**config.mk**
```make
export PLATFORM = sky130hd
export DESIGN_NAME = tone_oscillator_flat
export DESIGN_NICKNAME = d
export VERILOG_FILES = /design/src/rtl/tone_oscillator_if.sv /design/src/rtl/tone_oscillator.sv /design/src/flat_wrapper.sv
export SDC_FILE = /design/constraint.sdc
export NUM_CORES = 1
export LEC_CHECK = 0
export BUFFER_PORTS_ARGS = -buffer_cell sky130_fd_sc_hd__buf_2
export CORE_MARGIN = 1
export CORE_UTILIZATION = 55
export CTS_BUF_LIST = sky130_fd_sc_hd__clkbuf_8
export DETAILED_ROUTE_END_ITERATION = 10
export GPL_TIMING_DRIVEN = 0
export PLACE_DENSITY = 0.76
export SKIP_CTS_REPAIR_TIMING = 1
export SYNTH_ARGS = -nofsm -noshare
export SYNTH_HDL_FRONTEND = slang
export SYNTH_SLANG_ARGS = --single-unit
export TNS_END_PERCENT = 10
```
**constraint.sdc**
```tcl
create_clock -name clock -period 6.4 [get_ports clock]
set_clock_uncertainty 0.15 [all_clocks]
set_input_delay 1.6 -clock clock [delete_from_list [all_inputs] [get_ports clock]]
set_output_delay 1.6 -clock clock [all_outputs]
set_load 0.01 [all_outputs]
```
**src/rtl/tone_oscillator_if.sv**
```systemverilog
// Sample stream from tone_oscillator to the codec serializer.
// Master drives sample/sample_valid; slave returns sample_ready.
interface tone_oscillator_if;
    logic signed [15:0] sample;
    logic               sample_valid;
    logic               sample_ready;

    modport master (output sample, output sample_valid, input sample_ready);
    modport slave  (input sample, input sample_valid, output sample_ready);
endinterface

```
**src/rtl/tone_oscillator.sv**
```systemverilog
// Phase-accumulator tone generator: Hz in, signed 16-bit samples out; define TONE_OSC_TRIANGLE_EN for triangle on wave_sel=2.
// Latency: sample/sample_valid update on the edge that samples sample_tick (1 cycle).
// Backpressure: a tick while a sample is unconsumed is dropped and sets sticky overrun.
module tone_oscillator #(
    parameter int PHASE_BITS     = 24,
    parameter int PHASE_INC_MULT = 350,
    parameter int SQUARE_AMP     = 8192
) (
    input  logic                clock,
    input  logic                resetn,
    input  logic [13:0]         frequency,
    input  logic [1:0]          wave_sel,
    input  logic [2:0]          volume,
    input  logic                sample_tick,
    output logic                overrun,
    tone_oscillator_if.master   audio
);
    typedef enum logic [1:0] {IDLE, RUN, PENDING} state_t;

    localparam logic signed [15:0] SQ_POS = 16'(SQUARE_AMP);
    localparam logic signed [15:0] SQ_NEG = 16'(-SQUARE_AMP);

    state_t                  state, state_nxt;
    logic [PHASE_BITS-1:0]   phase, phase_nxt;
    logic [13:0]             freq_active, freq_nxt;
    logic signed [15:0]      sample_q, sample_nxt;
    logic                    valid_q, valid_nxt;
    logic                    overrun_nxt;

    logic [PHASE_BITS-1:0]   inc;
    logic [PHASE_BITS:0]     sum;
    logic                    carry;
    logic [15:0]             p;
    logic signed [15:0]      square, saw, wave, shaped;
    logic                    accept;

    assign inc   = PHASE_BITS'(32'(freq_active) * PHASE_INC_MULT);
    assign sum   = {1'b0, phase} + {1'b0, inc};
    assign carry = sum[PHASE_BITS];
    assign p     = phase[PHASE_BITS-1 -: 16];

    assign square = p[15] ? SQ_NEG : SQ_POS;
    assign saw    = p ^ 16'h8000;

`ifdef TONE_OSC_TRIANGLE_EN
    logic [15:0]        tri_ramp;
    logic signed [15:0] triangle;
    assign tri_ramp = p[15] ? ~{p[14:0], 1'b0} : {p[14:0], 1'b0};
    assign triangle = tri_ramp ^ 16'h8000;
`endif

    always_comb begin
        wave = square;
        case (wave_sel)
            2'd1:    wave = saw;
`ifdef TONE_OSC_TRIANGLE_EN
            2'd2:    wave = triangle;
`endif
            default: wave = square;
        endcase
    end

    assign shaped = wave >>> volume;

    // A tick is taken when the output slot is empty or being drained this cycle.
    assign accept = sample_tick && (!valid_q || audio.sample_ready);

    always_comb begin
        state_nxt   = state;
        phase_nxt   = phase;
        freq_nxt    = freq_active;
        sample_nxt  = sample_q;
        valid_nxt   = valid_q && !audio.sample_ready;
        overrun_nxt = overrun || (sample_tick && valid_q && !audio.sample_ready);
        if (accept) begin
            valid_nxt = 1'b1;
            case (state)
                IDLE: begin
                    sample_nxt = '0;
                    if (frequency != 14'd0) begin
                        freq_nxt  = frequency;
                        phase_nxt = '0;
                        state_nxt = RUN;
                    end
                end
                RUN: begin
                    sample_nxt = shaped;
                    phase_nxt  = sum[PHASE_BITS-1:0];
                    if (frequency != freq_active)
                        state_nxt = PENDING;
                end
                PENDING: begin
                    sample_nxt = shaped;
                    // Retune only at the period boundary; the leftover phase is dropped.
                    if (carry) begin
                        freq_nxt  = frequency;
                        phase_nxt = '0;
                        state_nxt = (frequency == 14'd0) ? IDLE : RUN;
                    end else begin
                        phase_nxt = sum[PHASE_BITS-1:0];
                        if (frequency == freq_active)
                            state_nxt = RUN;
                    end
                end
                default: state_nxt = IDLE;
            endcase
        end
    end

    always_ff @(posedge clock) begin
        if (!resetn) begin
            state       <= IDLE;
            phase       <= '0;
            freq_active <= '0;
            sample_q    <= '0;
            valid_q     <= 1'b0;
            overrun     <= 1'b0;
        end else begin
            state       <= state_nxt;
            phase       <= phase_nxt;
            freq_active <= freq_nxt;
            sample_q    <= sample_nxt;
            valid_q     <= valid_nxt;
            overrun     <= overrun_nxt;
        end
    end

    assign audio.sample       = sample_q;
    assign audio.sample_valid = valid_q;
endmodule

```
**src/flat_wrapper.sv**
```systemverilog
// flat-port wrapper written by rule: the top's interface ports become plain ports
module tone_oscillator_flat 
#(
    parameter int PHASE_BITS     = 24,
    parameter int PHASE_INC_MULT = 350,
    parameter int SQUARE_AMP     = 8192
)
  (clock, resetn, frequency, wave_sel, volume, sample_tick, overrun, audio_sample, audio_sample_valid, audio_sample_ready);
  tone_oscillator_if audio_i ();
  input  logic clock;
  input  logic resetn;
  input  logic [13:0] frequency;
  input  logic [1:0] wave_sel;
  input  logic [2:0] volume;
  input  logic sample_tick;
  output logic overrun;
  output wire logic [$bits(audio_i.sample)-1:0] audio_sample;
  output wire logic [$bits(audio_i.sample_valid)-1:0] audio_sample_valid;
  input wire logic [$bits(audio_i.sample_ready)-1:0] audio_sample_ready;
  assign audio_sample = audio_i.sample;
  assign audio_sample_valid = audio_i.sample_valid;
  assign audio_i.sample_ready = audio_sample_ready;
  tone_oscillator #(.PHASE_BITS(PHASE_BITS), .PHASE_INC_MULT(PHASE_INC_MULT), .SQUARE_AMP(SQUARE_AMP)) u_core (.clock(clock), .resetn(resetn), .frequency(frequency), .wave_sel(wave_sel), .volume(volume), .sample_tick(sample_tick), .overrun(overrun), .audio(audio_i));
endmodule
```
Word-level counts from Yosys, hierarchy flattened
Index checks and enable logic that the tools add are counted.

Bitwise logic cells: 1. Multiplexer cells: 16. Reduce and logical (&&, ||, !) cells: 19. Equality and inequality tests: 9. Shift operators: 1. $mul: 1. Add/sub/neg operators: 1.

Operator list (number): 24-bit case mux with 3 select lines (1); 24-bit two-way mux (2); 16-bit two-way mux (2); 16-bit case mux with 2 select lines (1); 14-bit two-way mux (2); 14-bit case mux with 2 select lines (1); 24-bit by 23-bit adder with 25-bit output (1); 14-bit by 8-bit multiplier with 22-bit output, second input constant (1); 16-bit by 3-bit >>> shifter with 16-bit output (1); 14-bit == test (1); 14-bit logical NOT (1); 14-bit inequality test (1); 14-bit nonzero test (1); 2-bit two-way mux (4); 4-bit AND reduction (2); 2-bit by 1-bit inequality test with 1-bit output, second input constant (3); 2-bit case mux with 3 select lines (1); 2-bit by 1-bit == test with 1-bit output, second input constant (2); 1-bit logical AND (4); 2-bit nonzero test (2); 3-bit by 1-bit inequality test with 1-bit output, second input constant (1); 3-bit AND reduction (1); 3-bit nonzero test (1); 2-bit == test, second input constant (1); other kinds (7) (10).

Register bits after elaboration: 58. Word-level logic and storage cells: 54. Output and inout port bits: 18. Input port bits: 23.

Longest topological paths before layout
Gate-level depths: netlist (run 1).

Depth after elaboration: 4. Mapped depth: 28. Mapped depth without buffers: 26.

Least setup slack after synthesis (run 1)
OpenSTA, ideal clock, no wires.

Path type: reg2reg. Start point: register u_core.freq_active[4]. End point: register u_core.phase[23]. Arrival time: 6.519 ns. Cell stages (with the launch flop): 26. Data required time: 6.164 ns. Path buffers: 1. Setup slack: -0.355 ns. Setup time: 0.086 ns. Period minus slack after synthesis: 6.755 ns. Cells stage by stage: dfxtp_1 ha_1 fa_1 fa_1 inv_1 fa_1 inv_1 ha_1 and3_1 a21oi_1 o31ai_1 or4_1 a31oi_1 o21bai_1 a21oi_1 xnor2_1 ha_1 a21o_1 a21o_1 nand3_1 a21oi_2 or4_4 a31o_1 buf_6 a2111o_1 a221oi_2.

Cells in the longest elaborated chain, start to end: 4.

Ends and longest elaborated chain: start: declaration (RTL line tone_oscillator.sv:25) `logic [13:0] freq_active, freq_nxt;`; start signal: assignment (RTL line tone_oscillator.sv:121) `freq_active <= freq_nxt;`; 14-bit by 8-bit multiplier with 22-bit output * (RTL line tone_oscillator.sv:37) `assign inc = PHASE_BITS'(32'(freq_active) * PHASE_INC_MULT);`; 24-bit by 23-bit adder with 25-bit output * (RTL line tone_oscillator.sv:38) `assign sum = {1'b0, phase} + {1'b0, inc};`; 24-bit two-way mux (RTL line tone_oscillator.sv:95) `if (carry) begin`; 24-bit case mux with 3 select lines * (RTL line tone_oscillator.sv:77) `case (state)`; end signal: assignment (RTL line tone_oscillator.sv:120) `phase <= phase_nxt;`; end: declaration (RTL line tone_oscillator.sv:24) `logic [PHASE_BITS-1:0] phase, phase_nxt;`.

Mark *: on every way between the ends. The rest lies on a longest branch, timed or not. A chain may end at the register's enable or synchronous reset.

Worst setup path in the final report (run 1)
Start point: register u_core.freq_active[5]. End point: register u_core.phase[23].

Same word-level chain as after synthesis.

==> results of run 1 <==
[sequential cells by signal, summed over array words and instances, names as in the netlist]
| signal | flops |
|---|---|
| u_core.freq_active | 14 |
| u_core.overrun | 1 |
| u_core.audio.sample | 16 |
| u_core.audio.sample_valid | 1 |
| u_core.state | 2 |
| u_core.phase | 23 |
[worst paths after layout]
kind                                 from                       to  slack, ns  depth (start not counted)
setup / recovery    u_core.freq_active[5]         u_core.phase[23]      -0.35                         24
hold reg to reg   u_core.audio.sample[13]  u_core.audio.sample[13]       0.30                          2
setup reg to reg    u_core.freq_active[5]         u_core.phase[23]      -0.35                         24
hold / removal    u_core.audio.sample[13]  u_core.audio.sample[13]       0.30                          2
[cells in the mapped netlist, types with 3 or more instances]
cell type / n
nor2_1: 59
nor3_1: 11
or2_2: 3
o21ai_0: 43
or3_1: 5
o31ai_1: 3
nand3_1: 26
nor2b_1: 4
a31oi_1: 5
nand2_1: 56
ha_1: 89
a22oi_1: 8
nand4_1: 6
o21a_1: 9
and3_1: 4
mux4_2: 3
buf_2: 3
a211oi_1: 9
fa_1: 46
nor4_1: 5
mux2_2: 6
nand2b_1: 4
a21oi_1: 76
inv_1: 95
o211ai_1: 24
dfxtp_1: 57
buf_1: 5
o311ai_0: 5
xor2_1: 18
xnor2_1: 27
a21o_1: 14
mux2i_1: 6
clkbuf_1: 30
o21bai_1: 6
[cells by family after synthesis]
kind of cell	count (synthesis)	synth area share [%]
compound gates	232	22.6
mux	15	2.93
flops	57	17.2
xor+xnor	45	5.92
fa+ha+maj	135	30.6
simple gates	190	13.1
buf+inv	134	7.73
[worst min-delay path: stages, from the launching register on]
cell and delay, ns:
dfxtp_1 0.31, nand2_1 0.05, a21oi_1 0.05
[power by group through the flow]
stage | logic, mW | registers [mW] | clock network, mW
2_1_floorplan | 0.705 | 0.397 | 0
3_3_place_gp | 0.855 | 0.405 | 0
3_5_place_dp | 0.893 | 0.405 | 0
4_1_cts | 0.898 | 0.397 | 0.385
5_1_grt | 1.14 | 0.399 | 0.407
6_report | 1.02 | 0.397 | 0.384
[metal layers]
metal / vias to the layer above / wire length (µm) / global-route usage, %
li1: 2986 / - / -
met1: 3002 / 7720 / 38.3
met2: 204 / 8750 / 48.4
met3: 41 / 964 / 3.05
met4: 0 / 485 / 7.56
met5: - / 0 / 0
[cell type report]
| type | count | area (µm²) |
|---|---|---|
| well taps | 143 | 179 |
| repair buffers | 57 | 339 |
| clock inverters | 7 | 93.8 |
| flip-flops and latches | 57 | 1180 |
| multi-input cells | 618 | 5320 |
| inverters | 95 | 357 |
| plain buffers | 39 | 179 |
| clock buffers | 9 | 124 |
| fillers | 961 | 3840 |
==> impl_metrics.csv, run 1 <==
group,metric,value,unit
timing,fin_crit,6.75,ns
timing,slew_viol_final,0,
flow_run,maxCapViolCount,0,
timing,rsz0062_at_grt,"true",
timing,hold_viol_final,0,
die,dieWidth,112,µm
finish,fin_util,66.9,%
placement,dp.cells,988,
worst_setup_path,crit_arrival,6.88,ns
placement,post-place-ws,-0.841,ns
synth,async_flop_share,0,%
synth,synth_top_area_share,17.2,%
route,drt_pass1_iterations,8,
power_and_ir_drop,vdd_drop_max,0.134,mV
synth,syn_area,6650,µm²
power_and_ir_drop,totalPowerFinal,1.80,mW
worst_setup_path,critical-path-top-delay-family,"compound AO/OA/AOI/OAI gates",
clock_tree,clock-sinks,57,
finish,fin_cells,1025,
die,dieArea,12500,µm²
synth,yosys-top-cells-area,"dfxtp_1, ha_1, fa_1",
grt,grt_pass1_vias,6064,
timing,setup_ws,-0.352,ns
finish,layout_commonest_cell,"inv_1",
timing,finalSetupViolCount,39,
power_and_ir_drop,combinationalPowerShare,56.6,%
die,start_util,57.3,%
clock_tree,clk_pin_slew_worst_paths,0.08,ns
synth,ys_seq_elements,57,
clock_tree,cts-root-buf,"clkbuf_8",
worst_setup_path,path_cells,"buf_6, fa_1, inv_1, fa_1, fa_1, inv_2, ha_4, o21a_4, a211oi_4, o31ai_4, or4_4, nand2_1, o32ai_1, o41ai_2, xnor2_1, ha_1, o21a_1, nor2_1, a21oi_4, or4_4, a31o_1, buf_6, a2111o_1, a221oi_2",
worst_setup_path,slowest_stage,"or4_4",
placement,globalplace.congestion,0.935,
grt,grt_pass1_wl,28600,µm
clock_tree,h-tree-depth,3,
finish,drive_gt1_share,17.2,%
synth,yosysWarnings,0,
worst_setup_path,crit_required,6.52,ns
synth,synthCells,808,
timing,worstMarginPinSlew,1.21,ns
die,coreArea,11600,µm²
placement,hpwl,13500,µm
timing,tns,-7.12,ns
synth,synth_edf_count,0,
timing,max_freq,148,MHz
outcome,status,"finished, violations left",
clock_tree,numCtsBuffers,9,
worst_setup_path,cp_max_fo,7,
min_path,holdCritPathClass,"reg -> reg",
route,vias,6233,
die,ios,41,
worst_setup_path,cp_num_buf_inv,4,
clock_tree,cts_tree,"built",
route,routedWlPerCell,17.5,µm
finish,final_nets,1035,
worst_setup_path,end_kind,"flip-flop",
finish,final_cell_mix,"inv_1, a21oi_1, ha_1",
grt,grt_antenna_before_repair,0,
clock_tree,cts_buffer_depth,2,
timing,holdWs,0.305,ns
worst_setup_path,cp-start-kind,"flip-flop",
timing,min_period_over_period,105,%
timing,relSlewSlack,18.6,%
power_and_ir_drop,p_seq_share,22.1,%
route,drtIter0Drc,356,
worst_setup_path,critPathMaxStageDelay,0.54,ns
grt,overflow,0,
placement,placed_area,7130,µm²
die,num_rows,39,
clock_tree,clk_latency,0.36,ns
route,wirelength,17900,µm
grt,grt_max_degree,12,
synth,ys.flop_type,"dfxtp_1",
worst_setup_path,critPathKind,"reg -> reg",
placement,io_buffer_count,37,
power_and_ir_drop,power.leakage,3.55,nW
route,ant_nets,0,
synth,avgSynthCellArea,8.23,µm²
synth,synth_area_leader_cell,"dfxtp_1",
worst_setup_path,crit_top_cell,"fa_1",
finish,antenna_cells,0,
die,die_h,112,µm
power_and_ir_drop,internal-power,1.02,mW
power_and_ir_drop,p_switching,0.783,mW
power_and_ir_drop,switching_share,43.5,%
synth,seq_area_frac_synth,17.2,%
finish,area_growth,16.8,%
power_and_ir_drop,p_per_area,231,nW/µm²
grt,grt_usage,28.4,%
outcome,violations,"design-rule violations, negative setup slack",
synth,syn-num-nets,966,
finish,stdcell_area,7770,µm²
route,routed_via_density,6.08,
route,drc,1,
power_and_ir_drop,clockPowerShare,21.4,%
synth,netlist-cell-type-count,65,
No activity file was read; power rests on OpenSTA's default activity.
==> run 2: changes to the inputs <==
- CORE_ASPECT_RATIO: unset -> 0.5
- PLACE_DENSITY: 0.76 -> 0.79
- clock period: 6.4 -> 7.85 ns (I/O delays scaled with it)
==> run 2 against run 1 <==
Effect of this change: the flow now finishes without violations; hold slack better by 0.0079 ns; register-to-register slack better by 0.79 ns; design area down 7.0%; sequential power down 19%.
==> impl_metrics.csv, run 2 (synthesis gave the netlist of run 1 again) <==
group,metric,value,unit
outcome,status,"complete, no violations",
finish,layout_commonest_cell,"inv_1",
die,ios,41,
route,ant_nets,0,
timing,tns,0,ns
die,start_util,58.4,%
timing,relSlewSlack,26.2,%
worst_setup_path,critPathMaxStageDelay,0.61,ns
worst_setup_path,end_kind,"flip-flop",
clock_tree,numCtsBuffers,9,
placement,globalplace.congestion,0.941,
clock_tree,cts_buffer_depth,2,
route,wirelength,16600,µm
grt,grt_max_degree,14,
min_path,holdCritPathClass,"reg -> reg",
timing,rsz0062_at_grt,"false",
finish,antenna_cells,0,
clock_tree,clk_pin_slew_worst_paths,0.08,ns
route,routed_via_density,5.83,
clock_tree,clock-sinks,57,
die,die_h,79.8,µm
power_and_ir_drop,vdd_drop_max,0.0843,mV
worst_setup_path,critical-path-top-delay-family,"adder cells",
worst_setup_path,reg2reg_from,"u_core.freq_active[4]",
min_path,min_delay_worst_endpoint,"u_core.audio.sample[12]",
finish,final_nets,1014,
power_and_ir_drop,totalPowerFinal,1.32,mW
worst_setup_path,cp-start-kind,"flip-flop",
grt,grt_antenna_before_repair,0,
flow_run,maxCapViolCount,0,
worst_setup_path,critPathKind,"reg -> reg",
timing,setup_ws,0.437,ns
timing,worstMarginPinSlew,1.09,ns
placement,io_buffer_count,37,
finish,area_growth,8.69,%
min_path,hold_path.startpoint,"u_core.audio.sample[12]",
worst_setup_path,regToRegSetupSlack,0.44,ns
route,drc,0,
placement,hpwl,13100,µm
timing,hold_viol_final,0,
worst_setup_path,rr_endpoint,"u_core.phase[18]",
placement,post-place-ws,0.462,ns
grt,overflow,0,
clock_tree,cts-root-buf,"clkbuf_8",
die,dieArea,12600,µm²
worst_setup_path,cp_max_fo,8,
worst_setup_path,cp_num_buf_inv,3,
die,num_rows,27,
timing,fin_crit,7.41,ns
route,vias,5951,
grt,grt_usage,29.0,%
grt,grt_pass1_wl,28200,µm
finish,top_register,"u_core.phase",
clock_tree,cts_tree,"built",
timing,slew_viol_final,0,
grt,grt_pass1_vias,5840,
route,drtIter0Drc,363,
die,coreArea,11400,µm²
worst_setup_path,crit_required,8.01,ns
timing,min_period_over_period,94.4,%
clock_tree,h-tree-depth,3,
route,drt_pass1_iterations,4,
route,routedWlPerCell,16.2,µm
clock_tree,clk_latency,0.37,ns
min_path,min_delay_path_depth,2,
power_and_ir_drop,p_per_area,182,nW/µm²
die,dieWidth,158,µm
finish,drive_gt1_share,9.18,%
finish,final_cell_mix,"inv_1, ha_1, a21oi_1",
worst_setup_path,slowest_stage,"dfxtp_1",
finish,fillerInstances,975,
worst_setup_path,crit_arrival,7.57,ns
power_and_ir_drop,power.leakage,3.43,nW
worst_setup_path,r2r_cells,25,
finish,multi_input_area,5010,µm²
timing,finalSetupViolCount,0,
finish,largest_reg_flops,23,
timing,max_freq,135,MHz
finish,register_area,1140,µm²
run 2: cell type report:
cell class / instances / area share (%)
repair buffers: 37 / 2.56
clock buffers: 9 / 1.71
well taps: 159 / 2.75
multi-input cells: 617 / 69.2
plain buffers: 39 / 2.18
clock inverters: 7 / 0.848
inverters: 95 / 4.93
flip-flops and latches: 57 / 15.8
run 2: worst register-to-register path: cells and delay by family, from the launching register on:
kind	cells	cell delay (ns)
fa+ha+maj	6	2.64
compound gates	11	2.28
simple gates	4	1.28
flops	1	0.61
buf+inv	3	0.24
xor+xnor	1	0.16
run 2: how the worst max path moves through the flow:
stage / startpoint / endpoint / slack, ns / depth (start not counted)
2_1_floorplan: u_core.freq_active[4] / u_core.phase[23] / 1.10 / 25
3_3_place_gp: u_core.freq_active[4] / u_core.freq_active[5] / 0.50 / 25
3_5_place_dp: u_core.freq_active[4] / u_core.freq_active[6] / 0.46 / 25
4_1_cts: u_core.freq_active[4] / u_core.freq_active[6] / 0.39 / 25
5_1_grt: u_core.freq_active[4] / u_core.freq_active[9] / 0.03 / 25
6_report: u_core.freq_active[4] / u_core.phase[18] / 0.44 / 25
run 2: per-stage QoR:
| stage | instances | cell area, µm² | util (%) | hold slack, ns |
|---|---|---|---|---|
| floorplan | 808 | 6650 | - | 0.286 |
| global placement | 1004 | 7040 | 61.8 | 0.293 |
| detailed placement | 1004 | 7040 | 61.8 | 0.294 |
| CTS | 1020 | 7220 | 63.4 | 0.314 |
| global route | 1020 | 7230 | 63.5 | 0.339 |
| finish | 1020 | 7230 | 63.5 | 0.313 |
run 2: report_power, final:
group	internal (mW)	switching [mW]
clock network	0.120	0.154
logic	0.287	0.432
registers	0.300	0.0232
run 2: metal layers:
layer  wire length, µm  part of all wire, %  track usage (%)
met2              7050                   43             44.1
met4               243                  1.5             8.74
met5                 0                    0                0
met3              1310                  7.9             7.44
met1              7960                   48             40.4
